File: src/rtl/loong_dec_iter.sv
// ----------------------------------------------------------------------------
// loong_dec_iter : iterative LOONG block decryptor, one inverse round per clock
// Revision 1.0
// ----------------------------------------------------------------------------
`default_nettype none

package loong_pkg;
  localparam logic [3:0] RC [32] = '{
    4'h1, 4'h2, 4'h4, 4'h9, 4'h3, 4'h6, 4'hD, 4'hA,
    4'h5, 4'hB, 4'h7, 4'hF, 4'hE, 4'hC, 4'h8, 4'h1,
    4'h2, 4'h4, 4'h9, 4'h3, 4'h6, 4'hD, 4'hA, 4'h5,
    4'hB, 4'h7, 4'hF, 4'hE, 4'hC, 4'h8, 4'h1, 4'h2
  };

  localparam logic [3:0] SBOX_INV [16] = '{
    4'h5, 4'hE, 4'hF, 4'h8, 4'hC, 4'h1, 4'h2, 4'hD,
    4'hB, 4'h4, 4'h6, 4'h3, 4'h0, 4'h7, 4'h9, 4'hA
  };

  // Hadamard matrix with entry sum 1 is involutory, so inverse equals forward
  localparam logic [3:0] MIX_INV [4][4] = '{
    '{4'h1, 4'h2, 4'h4, 4'h6},
    '{4'h2, 4'h1, 4'h6, 4'h4},
    '{4'h4, 4'h6, 4'h1, 4'h2},
    '{4'h6, 4'h4, 4'h2, 4'h1}
  };
endpackage

module loong_dec_iter #(
  parameter int NR = 16
) (
  input  logic            clk,
  input  logic            reset,
  loong_dec_iter_if.slave bus
);
  import loong_pkg::*;

  localparam logic [1:0] S_IDLE = 2'd0;
  localparam logic [1:0] S_RUN  = 2'd1;
  localparam logic [1:0] S_DONE = 2'd2;
  localparam logic [4:0] R_LAST = 5'(NR - 1);

  logic [1:0] state_q, state_d;
  logic [4:0] r_q, r_d;
  logic [3:0] key_q [15:0];
  logic [3:0] key_d [15:0];
  logic [3:0] st_q  [15:0];
  logic [3:0] st_d  [15:0];
  logic [3:0] pt_q  [15:0];
  logic [3:0] pt_d  [15:0];

  logic [3:0] w_ark [15:0];
  logic [3:0] w_mix [15:0];
  logic [3:0] w_shr [15:0];
  logic [3:0] w_rnd [15:0];

  // GF(2^4) multiply, reduction by x^4 = x + 1
  function automatic logic [3:0] gf_mul(input logic [3:0] a, input logic [3:0] b);
    logic [3:0] p;
    logic [3:0] x;
    p = 4'h0;
    x = a;
    for (int k = 0; k < 4; k++) begin
      if (b[k]) p = p ^ x;
      x = {x[2:0], 1'b0} ^ (x[3] ? 4'h3 : 4'h0);
    end
    return p;
  endfunction

  for (genvar i = 0; i < 16; i++) begin : g_ark
    if (i == 0) begin : g_rc
      assign w_ark[i] = st_q[i] ^ key_q[i] ^ RC[r_q];
    end else begin : g_key
      assign w_ark[i] = st_q[i] ^ key_q[i];
    end
  end

  // Nibble index is 4*column + row; inverse ShiftRows rotates row i right by i
  for (genvar c = 0; c < 4; c++) begin : g_col
    for (genvar row = 0; row < 4; row++) begin : g_row
      assign w_mix[4*c+row] = gf_mul(MIX_INV[row][0], w_ark[4*c])
                            ^ gf_mul(MIX_INV[row][1], w_ark[4*c+1])
                            ^ gf_mul(MIX_INV[row][2], w_ark[4*c+2])
                            ^ gf_mul(MIX_INV[row][3], w_ark[4*c+3]);
      assign w_shr[4*c+row] = w_mix[4*((c-row+4)%4)+row];
    end
  end

  for (genvar i = 0; i < 16; i++) begin : g_sub
    assign w_rnd[i] = SBOX_INV[w_shr[i]];
  end

  always_comb begin
    state_d = state_q;
    r_d     = r_q;
    key_d   = key_q;
    st_d    = st_q;
    pt_d    = pt_q;
    case (state_q)
      S_IDLE: begin
        if (bus.in_valid) begin
          key_d = bus.roundKey;
          for (int i = 0; i < 16; i++) st_d[i] = bus.ciphertext[i] ^ bus.roundKey[i];
          r_d     = R_LAST;
          state_d = S_RUN;
        end
      end
      S_RUN: begin
        st_d = w_rnd;
        if (r_q == 5'd0) begin
          pt_d    = w_rnd;
          state_d = S_DONE;
        end else begin
          r_d = r_q - 5'd1;
        end
      end
      S_DONE: begin
        if (bus.out_ready) state_d = S_IDLE;
      end
      default: state_d = S_IDLE;
    endcase
  end

  always_ff @(posedge clk or negedge reset) begin
    if (!reset) begin
      state_q <= S_IDLE;
      r_q     <= 5'd0;
      for (int i = 0; i < 16; i++) begin
        key_q[i] <= 4'h0;
        st_q[i]  <= 4'h0;
        pt_q[i]  <= 4'h0;
      end
    end else begin
      state_q <= state_d;
      r_q     <= r_d;
      key_q   <= key_d;
      st_q    <= st_d;
      pt_q    <= pt_d;
    end
  end

  assign bus.in_ready  = (state_q == S_IDLE);
  assign bus.out_valid = (state_q == S_DONE);
  assign bus.busy      = (state_q == S_RUN);
  assign bus.plaintext = pt_q;

endmodule

`default_nettype wire

File: src/rtl/loong_dec_iter_if.sv
// ----------------------------------------------------------------------------
// loong_dec_iter_if : ciphertext/key input and plaintext output handshakes
// Revision 1.0
// ----------------------------------------------------------------------------
`default_nettype none

interface loong_dec_iter_if;
  logic       in_valid;
  logic       in_ready;
  logic [3:0] ciphertext [15:0];
  logic [3:0] roundKey   [15:0];
  logic       out_valid;
  logic       out_ready;
  logic [3:0] plaintext  [15:0];
  logic       busy;

  modport master (
    output in_valid, ciphertext, roundKey, out_ready,
    input  in_ready, out_valid, plaintext, busy
  );

  modport slave (
    input  in_valid, ciphertext, roundKey, out_ready,
    output in_ready, out_valid, plaintext, busy
  );
endinterface

`default_nettype wire

File: src/flat_wrapper.sv
// flat-port wrapper written by rule: the top's interface ports become plain ports
module loong_dec_iter_flat import loong_pkg::*;
#(
  parameter int NR = 16
)
  (clk, reset, bus_in_valid, bus_ciphertext, bus_roundKey, bus_out_ready, bus_in_ready, bus_out_valid, bus_plaintext, bus_busy);
  loong_dec_iter_if bus_i ();
  input  logic clk;
  input  logic reset;
  input wire logic [$bits(bus_i.in_valid)-1:0] bus_in_valid;
  input wire logic [$bits(bus_i.ciphertext)-1:0] bus_ciphertext;
  input wire logic [$bits(bus_i.roundKey)-1:0] bus_roundKey;
  input wire logic [$bits(bus_i.out_ready)-1:0] bus_out_ready;
  output wire logic [$bits(bus_i.in_ready)-1:0] bus_in_ready;
  output wire logic [$bits(bus_i.out_valid)-1:0] bus_out_valid;
  output wire logic [$bits(bus_i.plaintext)-1:0] bus_plaintext;
  output wire logic [$bits(bus_i.busy)-1:0] bus_busy;
  assign bus_i.in_valid = bus_in_valid;
  assign bus_i.ciphertext = {>>{bus_ciphertext}};
  assign bus_i.roundKey = {>>{bus_roundKey}};
  assign bus_i.out_ready = bus_out_ready;
  assign bus_in_ready = bus_i.in_ready;
  assign bus_out_valid = bus_i.out_valid;
  assign bus_plaintext = {>>{bus_i.plaintext}};
  assign bus_busy = bus_i.busy;
  loong_dec_iter #(.NR(NR)) u_core (.clk(clk), .reset(reset), .bus(bus_i));
endmodule
File: config.mk
export PLATFORM = sky130hd
export DESIGN_NAME = loong_dec_iter_flat
export DESIGN_NICKNAME = d
export VERILOG_FILES = /design/src/rtl/loong_dec_iter.sv /design/src/rtl/loong_dec_iter_if.sv /design/src/flat_wrapper.sv
export SDC_FILE = /design/constraint.sdc
export NUM_CORES = 1
export LEC_CHECK = 0
export ABC_CLOCK_PERIOD_IN_PS = 3400
export BUFFER_PORTS_ARGS = -buffer_cell sky130_fd_sc_hd__buf_2
export CAP_MARGIN = 20
export CORE_MARGIN = 3
export CORE_UTILIZATION = 44
export CTS_CLUSTER_SIZE = 12
export DETAILED_ROUTE_END_ITERATION = 12
export PLACE_DENSITY = 0.66
export RECOVER_POWER = 25
export REMOVE_ABC_BUFFERS = 1
export SLEW_MARGIN = 10
export SYNTH_ARGS = -nofsm -noshare
export SYNTH_HDL_FRONTEND = slang
export SYNTH_SLANG_ARGS = --single-unit
File: constraint.sdc
create_clock -name clk -period 3.4 [get_ports clk]
set_input_delay 0 -clock clk [delete_from_list [all_inputs] [get_ports clk]]
set_output_delay 0 -clock clk [all_outputs]
set_load 0.03 [all_outputs]
==> results.md <==
* Drt drc at 0
* Clk slew on worst S/H paths at 0.08 ns
* Crit-path max FO at 5
* Start point of the critical path: u_core.r_q[1]
* IO Pins at 199
* Clock skew at between 0.015 and 0.02 ns
* Final Hold Viols at 0
* Drt wl/cell at 16.8 µm
* Hold crit path type: in2reg
* Worst-margin pin slew at between 2 and 2.5 ns
* Mapped cell area at 14400 µm²
* Startpoint Class: register
* Peak Freq at 0.303 GHz
* Syn Area/Cell at 9.18 µm²
* Hold path depth at 4
* Share of layout cells above drive strength 1 at 19.1%
* Avg Vias per Cell at 5.18
* CTS Sinks at 199
* Initial antenna violation count at 0
* Worst EP required at 3.72 ns
* Gr usage total at 23.0%
* Finished Cell Area at around 19000 µm²
* Status: complete, but fails checks
* Yosys reg bits at 199
* TritonCTS clock tree: done
* R2r startpoint: u_core.r_q[1]
* Seq. cell area at around 5000 µm²
* Reg-to-Reg End: u_core.bus.plaintext[43]
* PortBufs at 198
* Commonest non-fill, non-tap cell in the layout: nand2_1
* # rows at 65
* First-pass GRT wire length at 65.3 mm
* Placer Congestion at 0.883
* Number of flops mapped to enable cells by yosys at 0
* Sequential share of the synthesized area at 34.6%
* Core area at 31900 µm²
* Final Cycle Share at 97.0%
* Synthesis-to-layout area growth at 28.9%
* H-tree depth at 4
* Synth Instances at 1568
* Netlist cell types at around 70
* Worst-skew pair later-pin latency at 0.46 ns
* Area of the multi-input gates at 9140 µm²
* Die area at between 30000 and 40000 µm²
* Final setup fails at 0
* FFs w/ async S/R, synth at 100%
* R2r setup slk at 0.10 ns
* Die Width at 187 µm
* Number of nets with antenna violations after routing at 0
* Largest net degree at the start of global routing at 122
* Crit Path Class: reg2reg
* DP Area at around 16000 µm²
* Max Buffers Root-to-Sink at 2
* Max-slew headroom at -47.4%
* CP Data Arrival Time at roughly 3.6 ns
* GRT overflow at 0
* Drt first pass iters at 7
* Final Critical Period at 3.30 ns
* Post-DP HPWL at ~28 mm
* Final core utilization at around three fifths
* Main flop type after synthesis: dfrtp_1
* Most frequent cells in the layout: nand2_1, xnor2_1, dfrtp_1, buf_2, dlygate4sd3_1
* Fill count at 2832
* CTS buffer count at 17
* Vias in the first global route at 12400
* Failing checks: max-capacitance violations, max-slew violations
* RSZ-0062 raised after global routing: true
* # Max-Cap Violations at 1
* Hold_ws at 0.00723 ns
* Worst Reg-to-Reg Cells at 15
* Drt initial violations at 722
* Synth warn at 0
* Die H at 187 µm
* End of the critical path: u_core.bus.plaintext[43]
* Initial Util at 45.1%
* Routed WL at 40.1 mm
* Critical Path End Type: register
* Final net count at about 2200
* Antenna cells at 0
* Routed via count at 12400
* CTS root buffer: clkbuf_16
* Max Slew Vio Count at 85
-- metrics by stage --
step,setup TNS [ns],instances,setup slack [ns]
final,0,2394,0.103
after global routing,-0.0635,2394,-0.0394
after CTS,0,2391,0.00622
after detailed placement,-0.821,2233,-0.151
after global placement,-0.249,2233,-0.0767
after floorplan,-175.84,1505,-2.06
-- sequential cells by signal (all words and copies together) (netlist names) --
name                  flops
u_core.bus.plaintext     64
u_core.key_q             64
u_core.st_q              64
u_core.state_q            2
u_core.r_q                5
-- worst min-delay path by stage --
stage,from,end,slack [ns]
floorplan,reset,u_core.bus.plaintext[0],-0.30
global placement,reset,u_core.st_q[51],0.11
detailed placement,reset,u_core.key_q[51],0.10
CTS,bus_ciphertext[43],u_core.st_q[43],0.02
global route,bus_ciphertext[43],u_core.st_q[43],0.008
finish,bus_ciphertext[43],u_core.st_q[43],0.007
-- layout make-up --
cell class                 instances  area share, %
inverter                          54           1.14
multi-input combinational       1252           49.3
clock buffer                      20           2.46
sequential                       199           26.9
timing repair buffer             424           16.3
clock inverter                    10           1.03
tap                              435           2.93
-- layer usage --
metal / track usage, % / up-vias / wire length (µm)
met1: 30.9 / 6036 / 18300
met3: 3.58 / 38 / 1690
met2: 39.0 / 307 / 19500
met4: 5.96 / 0 / 750
met5: 0 / - / 0
li1: - / 6016 / -
-- cell usage after synthesis, types with 9 or more instances --
library cell / count / area, µm²
xnor2_1: 240 / 2100
mux2i_1: 16 / 160
a211oi_1: 20 / 150
xnor3_1: 10 / 225
mux2_2: 12 / 135
o31ai_1: 9 / 67.6
mux4_2: 11 / 248
xor2_1: 101 / 885
dfrtp_1: 199 / 4980
a31oi_1: 10 / 62.6
a21oi_1: 56 / 280
inv_1: 49 / 184
o21ai_0: 128 / 641
nand2_1: 311 / 1170
nor2_1: 78 / 293
ha_1: 84 / 1050
a22oi_1: 52 / 390
a221o_1: 10 / 100
clkbuf_1: 54 / 203
-- critical path, cell delays in order (launching register included) --
cell     delay, ns
dfrtp_2       0.47
inv_4         0.10
ha_4          0.13
inv_2         0.03
mux4_2        0.46
a32o_1        0.22
or3_4         0.45
xnor2_4       0.20
buf_6         0.14
xor2_4        0.16
inv_2         0.07
ha_4          0.22
mux2i_1       0.12
o22ai_1       0.09
a31oi_1       0.23
o21ai_1       0.09
-- logic make-up (layout without fill, tap and decap cells) --
kind of cell	count (synthesis)	in the layout	share of synthesized area, %
AND/OR/NAND/NOR	427	427	11.8
XOR/XNOR	367	367	24.5
AO/OA/AOI/OAI	334	334	14.6
flip-flops	199	199	34.6
buffers and inverters	117	508	3.28
adder cells (fa/ha/maj)	84	84	7.30
multiplexers	40	40	3.93
-- repair_timing --
action / CTS / global route
gates resized for setup: 5 / 32
pin swaps: 4 / 14
setup endpoints to repair: 13 / 24
hold endpoints to repair: 208 / 0
cloned: 0 / 0
hold buffers: 126 / 0
setup buffers: 2 / 3
Power is not shown: default switching activity piles up to over one toggle a cycle in this logic, so the estimate is an artifact.
